===== src/rtl/interrupt_priority_arbiter_pkg.sv =====
// Shared types and helpers for the interrupt priority arbiter.
// Holds the arbiter FSM states, the "no interrupt" ID and the index-to-ID mapping.
package interrupt_priority_arbiter_pkg;

  typedef enum logic [1:0] {IDLE, SCAN, PRESENT, SERVICE} arb_state_e;

  localparam logic [31:0] ID_NONE = 32'd0;

  // Source index i is reported to software as ID i+1, leaving 0 free for "none".
  function automatic logic [31:0] id_from_idx(input logic [31:0] idx);
    return idx + 32'd1;
  endfunction

endpackage


===== src/rtl/interrupt_priority_arbiter_gateway.sv =====
// Per-source gateway: latches a level request into a pending bit and blocks
// re-arming while the source is in service (claimed but not yet completed).
module interrupt_gateway (
  input  logic clk,
  input  logic rst,
  input  logic req,
  input  logic claim,
  input  logic complete,
  output logic pending
);

  logic pending_q, pending_d;
  logic in_service_q, in_service_d;

  always_comb begin
    pending_d    = pending_q;
    in_service_d = in_service_q;
    if (req && !pending_q && !in_service_q) pending_d = 1'b1;
    // Claim overrides a simultaneous set.
    if (claim) begin
      pending_d    = 1'b0;
      in_service_d = 1'b1;
    end else if (complete) begin
      in_service_d = 1'b0;
    end
  end

  always_ff @(posedge clk or posedge rst) begin
    if (rst) begin
      pending_q    <= 1'b0;
      in_service_q <= 1'b0;
    end else begin
      pending_q    <= pending_d;
      in_service_q <= in_service_d;
    end
  end

  assign pending = pending_q;

endmodule


===== src/rtl/interrupt_priority_arbiter.sv =====
// Serial priority arbiter for one interrupt context: scans one source per cycle,
// presents the winner and sequences the claim/complete handshake.
module interrupt_priority_arbiter
  import interrupt_priority_arbiter_pkg::*;
#(
  parameter int N_interrupts = 32,
  parameter int PRIO_W       = 3
) (
  input  logic                            clk,
  input  logic                            rst,
  input  logic [N_interrupts-1:0]         interrupt_requests,
  input  logic                            prio_wen,
  input  logic [$clog2(N_interrupts)-1:0] prio_idx,
  input  logic [PRIO_W-1:0]               prio_wdata,
  input  logic [PRIO_W-1:0]               threshold,
  input  logic                            claim,
  input  logic                            complete,
  input  logic [31:0]                     complete_id,
  output logic [31:0]                     active_interrupt_ID,
  output logic [N_interrupts-1:0]         active_interrupt,
  output logic                            interrupt_processing,
  output logic                            irq_out,
  output logic [N_interrupts-1:0]         pending
);

  localparam int IW = $clog2(N_interrupts);
  localparam logic [IW-1:0] LAST_IDX = IW'(N_interrupts - 1);

  logic [N_interrupts-1:0][PRIO_W-1:0] prio_q, prio_d;
  arb_state_e                          state_q, state_d;
  logic [IW-1:0]                       scan_q, scan_d;
  logic [31:0]                         best_id_q, best_id_d, act_id_q, act_id_d, nb_id;
  logic [PRIO_W-1:0]                   best_prio_q, best_prio_d, thr_q, thr_d, nb_prio;
  logic [N_interrupts-1:0]             act_vec_q, act_vec_d, nb_vec, claim_vec, done_vec;
  logic                                proc_q, proc_d, irq_q, irq_d, hit;

  for (genvar i = 0; i < N_interrupts; i++) begin : g_gw
    interrupt_gateway u_gw (
      .clk      (clk),
      .rst      (rst),
      .req      (interrupt_requests[i]),
      .claim    (claim_vec[i]),
      .complete (done_vec[i]),
      .pending  (pending[i])
    );
  end

  always_comb begin
    prio_d = prio_q;
    if (prio_wen && (32'(prio_idx) < 32'(N_interrupts))) prio_d[prio_idx] = prio_wdata;
  end

  // Strict greater-than keeps the earlier index on ties.
  always_comb begin
    hit     = pending[scan_q] && (prio_q[scan_q] > best_prio_q);
    nb_id   = hit ? id_from_idx(32'(scan_q)) : best_id_q;
    nb_prio = hit ? prio_q[scan_q] : best_prio_q;
    for (int i = 0; i < N_interrupts; i++) nb_vec[i] = (nb_id == id_from_idx(32'(i)));
  end

  always_comb begin
    state_d     = state_q;
    scan_d      = scan_q;
    best_id_d   = best_id_q;
    best_prio_d = best_prio_q;
    act_id_d    = act_id_q;
    act_vec_d   = act_vec_q;
    proc_d      = 1'b0;
    irq_d       = irq_q;
    thr_d       = threshold;
    claim_vec   = '0;
    done_vec    = '0;
    unique case (state_q)
      IDLE: if (|pending) begin
        state_d     = SCAN;
        scan_d      = '0;
        best_id_d   = ID_NONE;
        best_prio_d = threshold;
      end
      SCAN: begin
        best_id_d   = nb_id;
        best_prio_d = nb_prio;
        if (scan_q == LAST_IDX) begin
          if (nb_id != ID_NONE) begin
            act_id_d  = nb_id;
            act_vec_d = nb_vec;
            proc_d    = 1'b1;
            irq_d     = 1'b1;
            state_d   = PRESENT;
          end else begin
            state_d = IDLE;
          end
        end else begin
          scan_d = scan_q + 1'b1;
        end
      end
      PRESENT: if (claim) begin
        claim_vec = act_vec_q;
        irq_d     = 1'b0;
        state_d   = SERVICE;
      end else if (prio_wen || (threshold != thr_q)) begin
        // Priorities or threshold moved under us: the winner may be stale.
        act_id_d    = ID_NONE;
        act_vec_d   = '0;
        irq_d       = 1'b0;
        state_d     = SCAN;
        scan_d      = '0;
        best_id_d   = ID_NONE;
        best_prio_d = threshold;
      end
      SERVICE: if (complete && (complete_id == act_id_q)) begin
        done_vec  = act_vec_q;
        act_id_d  = ID_NONE;
        act_vec_d = '0;
        state_d   = IDLE;
      end
      default: state_d = IDLE;
    endcase
  end

  always_ff @(posedge clk or posedge rst) begin
    if (rst) begin
      prio_q      <= '0;
      state_q     <= IDLE;
      scan_q      <= '0;
      best_id_q   <= ID_NONE;
      best_prio_q <= '0;
      act_id_q    <= ID_NONE;
      act_vec_q   <= '0;
      proc_q      <= 1'b0;
      irq_q       <= 1'b0;
      thr_q       <= '0;
    end else begin
      prio_q      <= prio_d;
      state_q     <= state_d;
      scan_q      <= scan_d;
      best_id_q   <= best_id_d;
      best_prio_q <= best_prio_d;
      act_id_q    <= act_id_d;
      act_vec_q   <= act_vec_d;
      proc_q      <= proc_d;
      irq_q       <= irq_d;
      thr_q       <= thr_d;
    end
  end

  assign active_interrupt_ID  = act_id_q;
  assign active_interrupt     = act_vec_q;
  assign interrupt_processing = proc_q;
  assign irq_out              = irq_q;

endmodule


===== config.mk =====
export PLATFORM = sky130hd
export DESIGN_NAME = interrupt_priority_arbiter
export DESIGN_NICKNAME = d
export VERILOG_FILES = /design/src/rtl/interrupt_priority_arbiter_pkg.sv /design/src/rtl/interrupt_priority_arbiter_gateway.sv /design/src/rtl/interrupt_priority_arbiter.sv
export SDC_FILE = /design/constraint.sdc
export NUM_CORES = 1
export LEC_CHECK = 0
export ABC_AREA = 0
export CAP_MARGIN = 5
export CORE_ASPECT_RATIO = 0.75
export CORE_MARGIN = 2
export CORE_UTILIZATION = 54
export CTS_BUF_LIST = sky130_fd_sc_hd__clkbuf_8
export DETAILED_ROUTE_END_ITERATION = 6
export GPL_TIMING_DRIVEN = 1
export PLACE_DENSITY = 0.78
export SYNTH_ARGS = -nofsm -noshare
export SYNTH_HDL_FRONTEND = slang
export SYNTH_HIERARCHICAL = 1
export SYNTH_SLANG_ARGS = --single-unit

===== constraint.sdc =====
create_clock -name clk -period 18.4 [get_ports clk]
set_clock_uncertainty 0.05 [all_clocks]
set_input_delay 5.52 -clock clk [delete_from_list [all_inputs] [get_ports clk]]
set_output_delay 5.52 -clock clk [all_outputs]
set_load 0.005 [all_outputs]

==> run metrics, run 1 <==
Top FF cell, synth dfrtp_1; Setup-failing EPs final 0; row count 50; Initial Utilization 54.5%; Via-to-Cell Ratio 5.67; worst slew pin tran around 1.2 ns; GRT overflow 0; via count 9801; fin crit period 8.63 ns; Clk Latency, worst-skew pair around 0.56 ns; Yosys warning total 6; Hold-fix buffers, CTS 0; count of final hold-check violations 0; routed wire length ~34000 um; Worst Slack Setup Final 9.77 ns; height of the die 141 um; die area 26300 um^2; final period utilization 46.9%; CTS tree built; layout cells sized above 1 20.8%; Worst VDD drop 0.000130 V; area of the core 24800 um^2; crit path capture active_interrupt[12]$_DFFE_PP0P_; DR DRC count 0; syn avg cell area 11.4 um^2; Post-Syn Area 13500 um^2; Clock transition at path regs 0.06 ns; Final ANT Viol Nets 0; pwr dens 102 nW/um^2; CTS H-tree depth 2; relative slew slack 20.9%; unrepaired setup endpoints after global routing no; syn_nets 1267; path type of the worst setup path in -> reg; CP Launch Point complete_id[31]; setup TNS 0 ns; Sink Count 271; global-route wire length before repair 54900 um; status finished clean; number of synthesized flops with an enable pin 0; Die X 187 um; worst-path fanout max 42; max cap viols 0; top-level I/O count 178; Layout area overhead 22.1%; Diodes inserted 0; CTS max path bufs 3; initial antenna violation count 0; Distinct cells, synth 53; Slew Limit Fails 0; CP endpoint kind flop; fmax approximately 120 MHz; post-layout util ~66%; port bufs approximately 180; Cells after Synth 1182; vias in the first global route 10025; R2R depth 15; DR WL/cell 19.5 um; end of the worst register-to-register path active_interrupt_ID[11]$_DFFE_PP0P_; RR Startpoint scan_q[0]$_DFFE_PP0P_; post-route cell area 16500 um^2; TritonCTS Buffers between 40 and 50; Clock Tree Root clkbuf_8; largest net degree at the start of global routing between 150 and 200; # resized after CTS 0; Tot GR Track Use 26.3%; R2R setup slack 12.38 ns; pre-CTS setup slack between 9 and 10 ns; DR iter-0 viols 876; # nets final 1446; data required time of the worst path roughly 19 ns; 1st-pass router iterations 5; routability cong. 0.846; post-synthesis sequential area ratio 50.3%; Critical Path AT around 9 ns; CP Launch Type input pin; fraction of registers with async set/reset 100%; HP Class reg -> reg; Yosys reg bits between 200 and 300; DP Wirelength 23600 um; Static Leak about 8 nW; fillers 1879; Post-DP Area 15500 um^2; Setup Fix Bufs, Post-CTS 0
==> cells in the final DEF (no fill, tap or decap), types with 10 or more instances in the layout <==
| master | instances |
|---|---|
| dfrtp_1 | 270 |
| clkdlybuf4s50_1 | 177 |
| inv_1 | 142 |
| mux2_2 | 106 |
| and2_1 | 91 |
| nand2_1 | 65 |
| clkbuf_8 | 57 |
| mux2i_1 | 51 |
| nand2b_1 | 39 |
| nor2_1 | 33 |
| o31ai_1 | 33 |
| a21oi_2 | 33 |
| xnor2_1 | 32 |
| mux4_2 | 32 |
| a21o_2 | 32 |
| o211ai_1 | 31 |
| nor4_1 | 22 |
| buf_4 | 14 |
| nor2b_1 | 13 |
| nand4_1 | 10 |
==> critical path, cell delays in order <==
cell and delay (ns):
clkdlybuf4s50_1 0.48, xnor2_1 0.13, nand4_1 0.11, nor4_1 0.53
nand3_1 0.21, nor2_1 0.13, buf_4 0.32, a21oi_2 0.14
buf_4 0.30, o21a_2 0.40, buf_4 0.37, o31ai_1 0.34
==> worst min path at each step <==
stage | startpoint | endpoint | slack [ns] | depth (start not counted)
2_1_floorplan | g_gw[0].u_gw/in_service_q$_DFFE_PP0P_ | g_gw[0].u_gw/in_service_q$_DFFE_PP0P_ | 0.40 | 1
6_report | g_gw[19].u_gw/in_service_q$_DFFE_PP0P_ | g_gw[19].u_gw/in_service_q$_DFFE_PP0P_ | 0.42 | 1
3_3_place_gp | g_gw[3].u_gw/in_service_q$_DFFE_PP0P_ | g_gw[3].u_gw/in_service_q$_DFFE_PP0P_ | 0.41 | 1
3_5_place_dp | g_gw[25].u_gw/in_service_q$_DFFE_PP0P_ | g_gw[25].u_gw/in_service_q$_DFFE_PP0P_ | 0.41 | 1
5_1_grt | g_gw[0].u_gw/in_service_q$_DFFE_PP0P_ | g_gw[0].u_gw/in_service_q$_DFFE_PP0P_ | 0.43 | 1
4_1_cts | g_gw[16].u_gw/in_service_q$_DFFE_PP0P_ | g_gw[16].u_gw/in_service_q$_DFFE_PP0P_ | 0.42 | 1
==> Yosys cell counts, types with 4 or more instances <==
cell	instances	area share [%]
nor3_1	9	0.33
clkbuf_1	36	1.0
buf_2	11	0.41
and2_1	91	4.2
dfrtp_1	271	50
buf_4	5	0.28
nor3b_1	5	0.28
mux4_2	32	5.3
nor2b_1	13	0.60
ha_1	5	0.46
nand3b_1	6	0.33
o31ai_1	33	1.8
o21ai_0	4	0.15
a21o_2	32	2.1
inv_1	129	3.6
xnor2_1	32	2.1
or3_1	7	0.32
xor2_1	5	0.32
nand2_1	65	1.8
nor2_1	33	0.92
or4_1	4	0.22
a22o_1	9	0.58
nand4_1	10	0.46
a21o_1	6	0.33
nand2b_1	39	1.8
nor4_1	22	1.0
and3_1	4	0.19
mux2_2	106	8.8
mux2i_1	52	3.9
a21oi_2	32	2.1
nand3_1	8	0.30
o211ai_1	31	1.7
a21oi_1	4	0.15
==> state kept, by name, summed over array words and instances, names as in the netlist <==
| signal | flops |
|---|---|
| thr_q | 3 |
| irq_out | 1 |
| best_prio_q | 3 |
| scan_q | 5 |
| interrupt_processing | 1 |
| prio_q | 96 |
| active_interrupt | 32 |
| state_q | 2 |
| g_gw.u_gw/pending | 32 |
| g_gw.u_gw/in_service_q | 32 |
| best_id_q | 32 |
| active_interrupt_ID | 32 |
==> routing by layer <==
metal	part of all wire (%)	wire (um)	track usage [%]	vias to the layer above
met5	0	0	0	-
met4	1.6	533	6.52	0
met3	8.2	2760	6.32	47
met2	44	14800	39.1	410
met1	47	15700	39.0	4896
li1	-	-	-	4448
==> cell families after synthesis <==
logic type	count (synthesis)	synth area share, %
AO/OA/AOI/OAI	166	9.78
adder cells (fa/ha/maj)	5	0.464
XOR/XNOR	37	2.40
flip-flops	271	50.3
AND/OR/NAND/NOR	323	13.2
multiplexers	192	18.2
buffers and inverters	188	5.64
==> through the flow <==
step                hold slack [ns]  instances  total power, W
detailed placement            0.411       1653         0.00114
CTS                           0.424       1730         0.00169
floorplan                     0.398       1182         0.00102
finish                        0.421       1730         0.00168
global placement              0.406       1653         0.00113
global route                  0.429       1730         0.00176
==> final cells by class <==
cell class                 count  area [um^2]  share of cell area [%]
clock inverter                20          138                   0.836
inverter                     130          495                    3.01
tap                          338          423                    2.57
sequential                   271         6780                    41.2
clock buffer                  57          785                    4.76
multi-input combinational    723         5970                    36.2
timing repair buffer         191         1880                    11.4
==> report_power, final <==
part           internal, W  switching [W]
Clock             0.000304       0.000238
Sequential        0.000647      0.0000509
Combinational     0.000198       0.000243
No activity file was read; power rests on OpenSTA's default activity.
==> run 2: changes to the inputs <==
CORE_UTILIZATION = 52   (was 54)
PLACE_DENSITY = 0.79   (was 0.78)
clock period = 7.75 ns   (was 18.4 ns; I/O delays follow)
==> run 2 against run 1 <==
Against the previous run: final cell count rose by 0.17%; register-to-register slack got worse by 11 ns; total power rose by 130%; die area rose by 3.7%; routed wire length rose by 1.8%; via count fell by 0.33%; non-clock buffer count did not move; count of clock-buffer cells in the layout fell by 2; largest power group unchanged; highest routed layer unchanged.
==> run metrics, run 2 (synthesized netlist as in run 1, its figures left out) <==
height of the die 144 um; setup TNS 0 ns; Clock Tree Root clkbuf_8; unrepaired setup endpoints after global routing no; # resized after CTS 0; Most flops, register prio_q; Reg area around 6800 um^2; pre-CTS setup slack around 1.7 ns; Setup-failing EPs final 0; Layout Cells excl Fill 1733; Clock transition at path regs 0.06 ns; global-route wire length before repair 55000 um; Initial Utilization 52.5%; Worst VDD drop 0.000178 V; commonest non-fill, non-tap cells in the layout dfrtp_1, clkdlybuf4s50_1, inv_1, mux2_2, and2_1; Slew Limit Fails 0; Setup Fix Bufs, Post-CTS 0; Die X 190 um; DR iter-0 viols 840; vias in the first global route 9894; status finished clean; Via-to-Cell Ratio between 5 and 6; count of final hold-check violations 0; CP endpoint kind flop; worst slew pin tran 1.22 ns; DR WL/cell 19.8 um; RR Startpoint scan_q[1]$_DFFE_PP0P_; DP Wirelength roughly 24000 um; DR DRC count 0; HP Class reg -> reg; fmax 161 MHz; CTS H-tree depth 2; die area 27300 um^2; 1st-pass router iterations 5; final period utilization between 80% and 90%; GRT met2 Usage about 37%; worst-path fanout max 40; path type of the worst setup path reg -> reg; port bufs 177; Layout area overhead 21.9%; Tot GR Track Use about a quarter; most common cell after layout, fill and taps aside dfrtp_1; relative slew slack 18.4%; top-level I/O count 178; data required time of the worst path slightly above 8 ns; area of the core roughly 26000 um^2; via count 9769; met1 usage 38.9%; fin crit period 6.21 ns; fillers 2026; met3 usage 6.28%; R2R setup slack 1.54 ns; Static Leak 7.85 nW; max cap viols 0; CP Launch Type flop; Post-DP Area 15600 um^2; TritonCTS Buffers 44; GRT overflow 0; crit path capture active_interrupt_ID[14]$_DFFE_PP0P_; placed cells 1659; largest net degree at the start of global routing ~210; pwr dens 240 nW/um^2; row count 51; CTS tree built; Hold-fix buffers, CTS 0; routed wire length ~34000 um; Clk Latency, worst-skew pair 0.55 ns; end of the worst register-to-register path active_interrupt_ID[14]$_DFFE_PP0P_; Sink Count ~270; CP Launch Point scan_q[1]$_DFFE_PP0P_; initial antenna violation count 0; Multi-input gate area about 6000 um^2; Critical Path AT 6.62 ns; Worst Slack Setup Final approximately 1.5 ns; routability cong. roughly 0.86; layout cells sized above 1 20.9%; max reg flops 96; CTS max path bufs 3; R2R depth 16; # nets final 1446; Diodes inserted 0; post-route cell area 16400 um^2; Final ANT Viol Nets 0; gr busiest metal met1
[run 2: cell types whose count changed in the layout (fill, tap and decap cells not counted), moves of 2 or more]
cell | before | now
nor2_2 | 0 | 2
clkinv_2 | 2 | 4
nor2_1 | 33 | 31
clkbuf_8 | 57 | 55
inv_1 | 142 | 140
[run 2: layout make-up]
type                            count  area share, %
Tap cell                          344           2.62
Timing Repair Buffer              191           11.5
Inverter                          130           2.99
Clock buffer                       55           4.60
Sequential cell                   271           41.3
Multi-Input combinational cell    723           36.4
Clock inverter                     19          0.670
[run 2: critical path, cell delays in order, from the launching register on]
cell	delay (ns)
dfrtp_1	0.92
buf_4	0.35
mux4_2	0.37
mux4_2	0.47
mux2_2	0.29
ha_1	0.28
nor2b_1	0.13
o21ai_1	0.17
a2111oi_1	0.11
buf_4	0.17
or3_1	0.36
or4_1	0.52
mux2i_4	0.15
buf_4	0.40
o21a_2	0.49
buf_4	0.58
mux2i_1	0.25
[run 2: per-stage QoR]
| step | hold slack [ns] | util, % | total power [W] |
|---|---|---|---|
| after floorplan | 0.398 | - | 0.00242 |
| after global placement | 0.407 | 60.6 | 0.00269 |
| after detailed placement | 0.411 | 60.6 | 0.00271 |
| after CTS | 0.424 | 63.9 | 0.00395 |
| after global routing | 0.431 | 63.9 | 0.00412 |
| final | 0.424 | 63.9 | 0.00394 |
[run 2: worst min-delay path by stage]
stage	from	endpoint	slack (ns)	depth (start not counted)
after floorplan	g_gw[0].u_gw/in_service_q$_DFFE_PP0P_	g_gw[0].u_gw/in_service_q$_DFFE_PP0P_	0.40	1
after global placement	g_gw[4].u_gw/in_service_q$_DFFE_PP0P_	g_gw[4].u_gw/in_service_q$_DFFE_PP0P_	0.41	1
after detailed placement	g_gw[13].u_gw/in_service_q$_DFFE_PP0P_	g_gw[13].u_gw/in_service_q$_DFFE_PP0P_	0.41	1
after CTS	g_gw[25].u_gw/in_service_q$_DFFE_PP0P_	g_gw[25].u_gw/in_service_q$_DFFE_PP0P_	0.42	1
after global routing	g_gw[25].u_gw/in_service_q$_DFFE_PP0P_	g_gw[25].u_gw/in_service_q$_DFFE_PP0P_	0.43	1
final	g_gw[29].u_gw/in_service_q$_DFFE_PP0P_	g_gw[29].u_gw/in_service_q$_DFFE_PP0P_	0.42	1
[run 2: metal layers]
layer / wire (um) / vias to the layer above
li1: - / 4442
met4: 647 / 0
met3: 3080 / 53
met2: 14600 / 417
met5: 0 / -
met1: 16000 / 4857
[run 2: where the power goes]
| group | switching [W] | internal [W] | leakage, nW |
|---|---|---|---|
| registers | 0.000142 | 0.00154 | 3.34 |
| clock network | 0.000556 | 0.000668 | 0.489 |
| logic | 0.000564 | 0.000472 | 4.02 |
==> run 3: changes to the inputs <==
clock period = 5.3 ns   (was 7.75 ns; I/O delays follow)
==> run 3 against run 2 <==
Against the previous run: count of clock-buffer cells in the layout up 3; critical path depth down 3; worst hold slack worse by 0.00077 ns; sequential cell count unchanged; sequential share of layout area down 0.40 points; utilization up 0.63 points; largest power group unchanged.
==> run metrics, run 3 (synthesized netlist as in run 1, its figures left out) <==
crit-path max cell delay 0.83 ns; routed wire length 35200 um; Slew Limit Fails 0; worst slew pin tran 1.21 ns; Setup-failing EPs final 0; Most flops, register prio_q; Post-DP Area 15700 um^2; pwr dens 358 nW/um^2; CP endpoint kind flop; Static Leak 7.94 nW; die area ~27000 um^2; Pint around 0.0040 W; worst-path fanout max 42; Die X ~190 um; GRT overflow 0; fmax 204 MHz; Diodes inserted 0; # nets final 1456; via count ~10000; CTS H-tree depth 2; row count 51; TritonCTS Buffers 45; Worst Path Buf+Inv 2; relative slew slack roughly a fifth; Via-to-Cell Ratio 5.75; setup TNS 0 ns; Setup Fix Bufs, Post-CTS 0; Sink Count 271; Clock Tree Root clkbuf_8; DP Wirelength 25000 um; Tot GR Track Use 26.3%; commonest non-fill, non-tap cells in the layout dfrtp_1, clkdlybuf4s50_1, inv_1, mux2_2, and2_1; slowest CP cell dfrtp_2; data required time of the worst path 5.73 ns; path type of the worst setup path reg -> reg; Final ANT Viol Nets 0; Hold-fix buffers, CTS 0; global-route wire length before repair roughly 56000 um; top-level I/O count ~180; CTS max path bufs 3; # resized after CTS 0; Critical Path AT 5.32 ns; max reg flops 96; fin crit period 4.89 ns; height of the die 144 um; crit-path most repeated cell mux4_2; Layout area overhead 23.1%; area of the core 25700 um^2; final period utilization 92.3%; unrepaired setup endpoints after global routing no; clock power share 31.6%; Sw Pwr 0.00191 W; DR DRC count 0; CP delay by family, top multiplexers; routability cong. 0.854; Worst VDD drop ~0.00037 V; pre-CTS setup slack 0.365 ns; Worst Slack Setup Final around 0.41 ns; status finished clean; vias in the first global route 10066; Comb pwr share 27.1%; initial antenna violation count 0; max cap viols 0; layout cells sized above 1 21.6%; Clk Latency, worst-skew pair around 0.56 ns; switch share 32.2%; count of final hold-check violations 0; Clock transition at path regs 0.06 ns; CP Launch Type flop; post-route cell area 16600 um^2; Initial Utilization 52.5%; most common cell after layout, fill and taps aside dfrtp_1; DR WL/cell 20.1 um; DR iter-0 viols about 910; HP Class reg -> reg; cells along the critical path buf_4, mux4_2, mux4_2, mux2_2, ha_1, and3_1, a2111oi_1, or3_1, or4_1, mux2i_4, o21a_2, buf_12, mux2i_1; port bufs 177; largest net degree at the start of global routing 65; 1st-pass router iterations 5; fillers 1961; part of the power in registers 41.3%; CTS tree built
==> run 3: cell type report <==
cell class | count | area [um^2] | area share (%)
Inverter | 130 | 492 | 2.96
Clock buffer | 58 | 798 | 4.81
Clock inverter | 19 | 113 | 0.678
Timing Repair Buffer | 200 | 2010 | 12.1
Multi-Input combinational cell | 723 | 5980 | 36.0
Tap cell | 344 | 430 | 2.59
Sequential cell | 271 | 6780 | 40.9
==> run 3: stage by stage <==
stage          power [W]  instances  utilization, %  hold slack (ns)
2_1_floorplan    0.00354       1182               -            0.398
6_report         0.00594       1745            64.6            0.423
3_3_place_gp     0.00402       1668            61.0            0.406
4_1_cts          0.00593       1745            64.6            0.424
5_1_grt          0.00618       1745            64.6            0.433
3_5_place_dp     0.00406       1668            61.0            0.411
==> run 3: worst reg2reg max path, delay by kind of cell (launching register included) <==
| kind | cells | cell delay (ns) |
|---|---|---|
| simple gates | 3 | 1.09 |
| buf+inv | 2 | 0.55 |
| fa+ha+maj | 1 | 0.29 |
| compound gates | 2 | 0.29 |
| mux | 5 | 1.72 |
| flops | 1 | 0.83 |
==> run 3: layer usage <==
layer / wire length [um] / global-route usage (%) / vias up
li1: - / - / 4452
met1: 16500 / 39.9 / 5119
met2: 15100 / 38.7 / 410
met3: 2870 / 4.93 / 59
met4: 713 / 7.34 / 0
met5: 0 / 0 / -
==> run 3: power by group through the flow <==
stage	Sequential, W	Clock, W	Combinational (W)
finish	0.00245	0.00188	0.00161
global route	0.00248	0.00199	0.00170
CTS	0.00245	0.00189	0.00159
detailed placement	0.00248	0	0.00158
global placement	0.00248	0	0.00155
floorplan	0.00235	0	0.00119
==> run 3: final timing paths <==
check | cells past startpoint | slack, ns | from | endpoint
setup / recovery | 13 | 0.41 | scan_q[0]$_DFFE_PP0P_ | active_interrupt_ID[27]$_DFFE_PP0P_
hold / removal | 1 | 0.42 | g_gw[13].u_gw/in_service_q$_DFFE_PP0P_ | g_gw[13].u_gw/in_service_q$_DFFE_PP0P_
setup reg to reg | 13 | 0.41 | scan_q[0]$_DFFE_PP0P_ | active_interrupt_ID[27]$_DFFE_PP0P_
hold reg to reg | 1 | 0.42 | g_gw[13].u_gw/in_service_q$_DFFE_PP0P_ | g_gw[13].u_gw/in_service_q$_DFFE_PP0P_
max in group asynchronous | 4 | 2.51 | rst | active_interrupt_ID[19]$_DFFE_PP0P_
min in group asynchronous | 3 | 1.46 | rst | g_gw[16].u_gw/pending$_DFFE_PP0P_
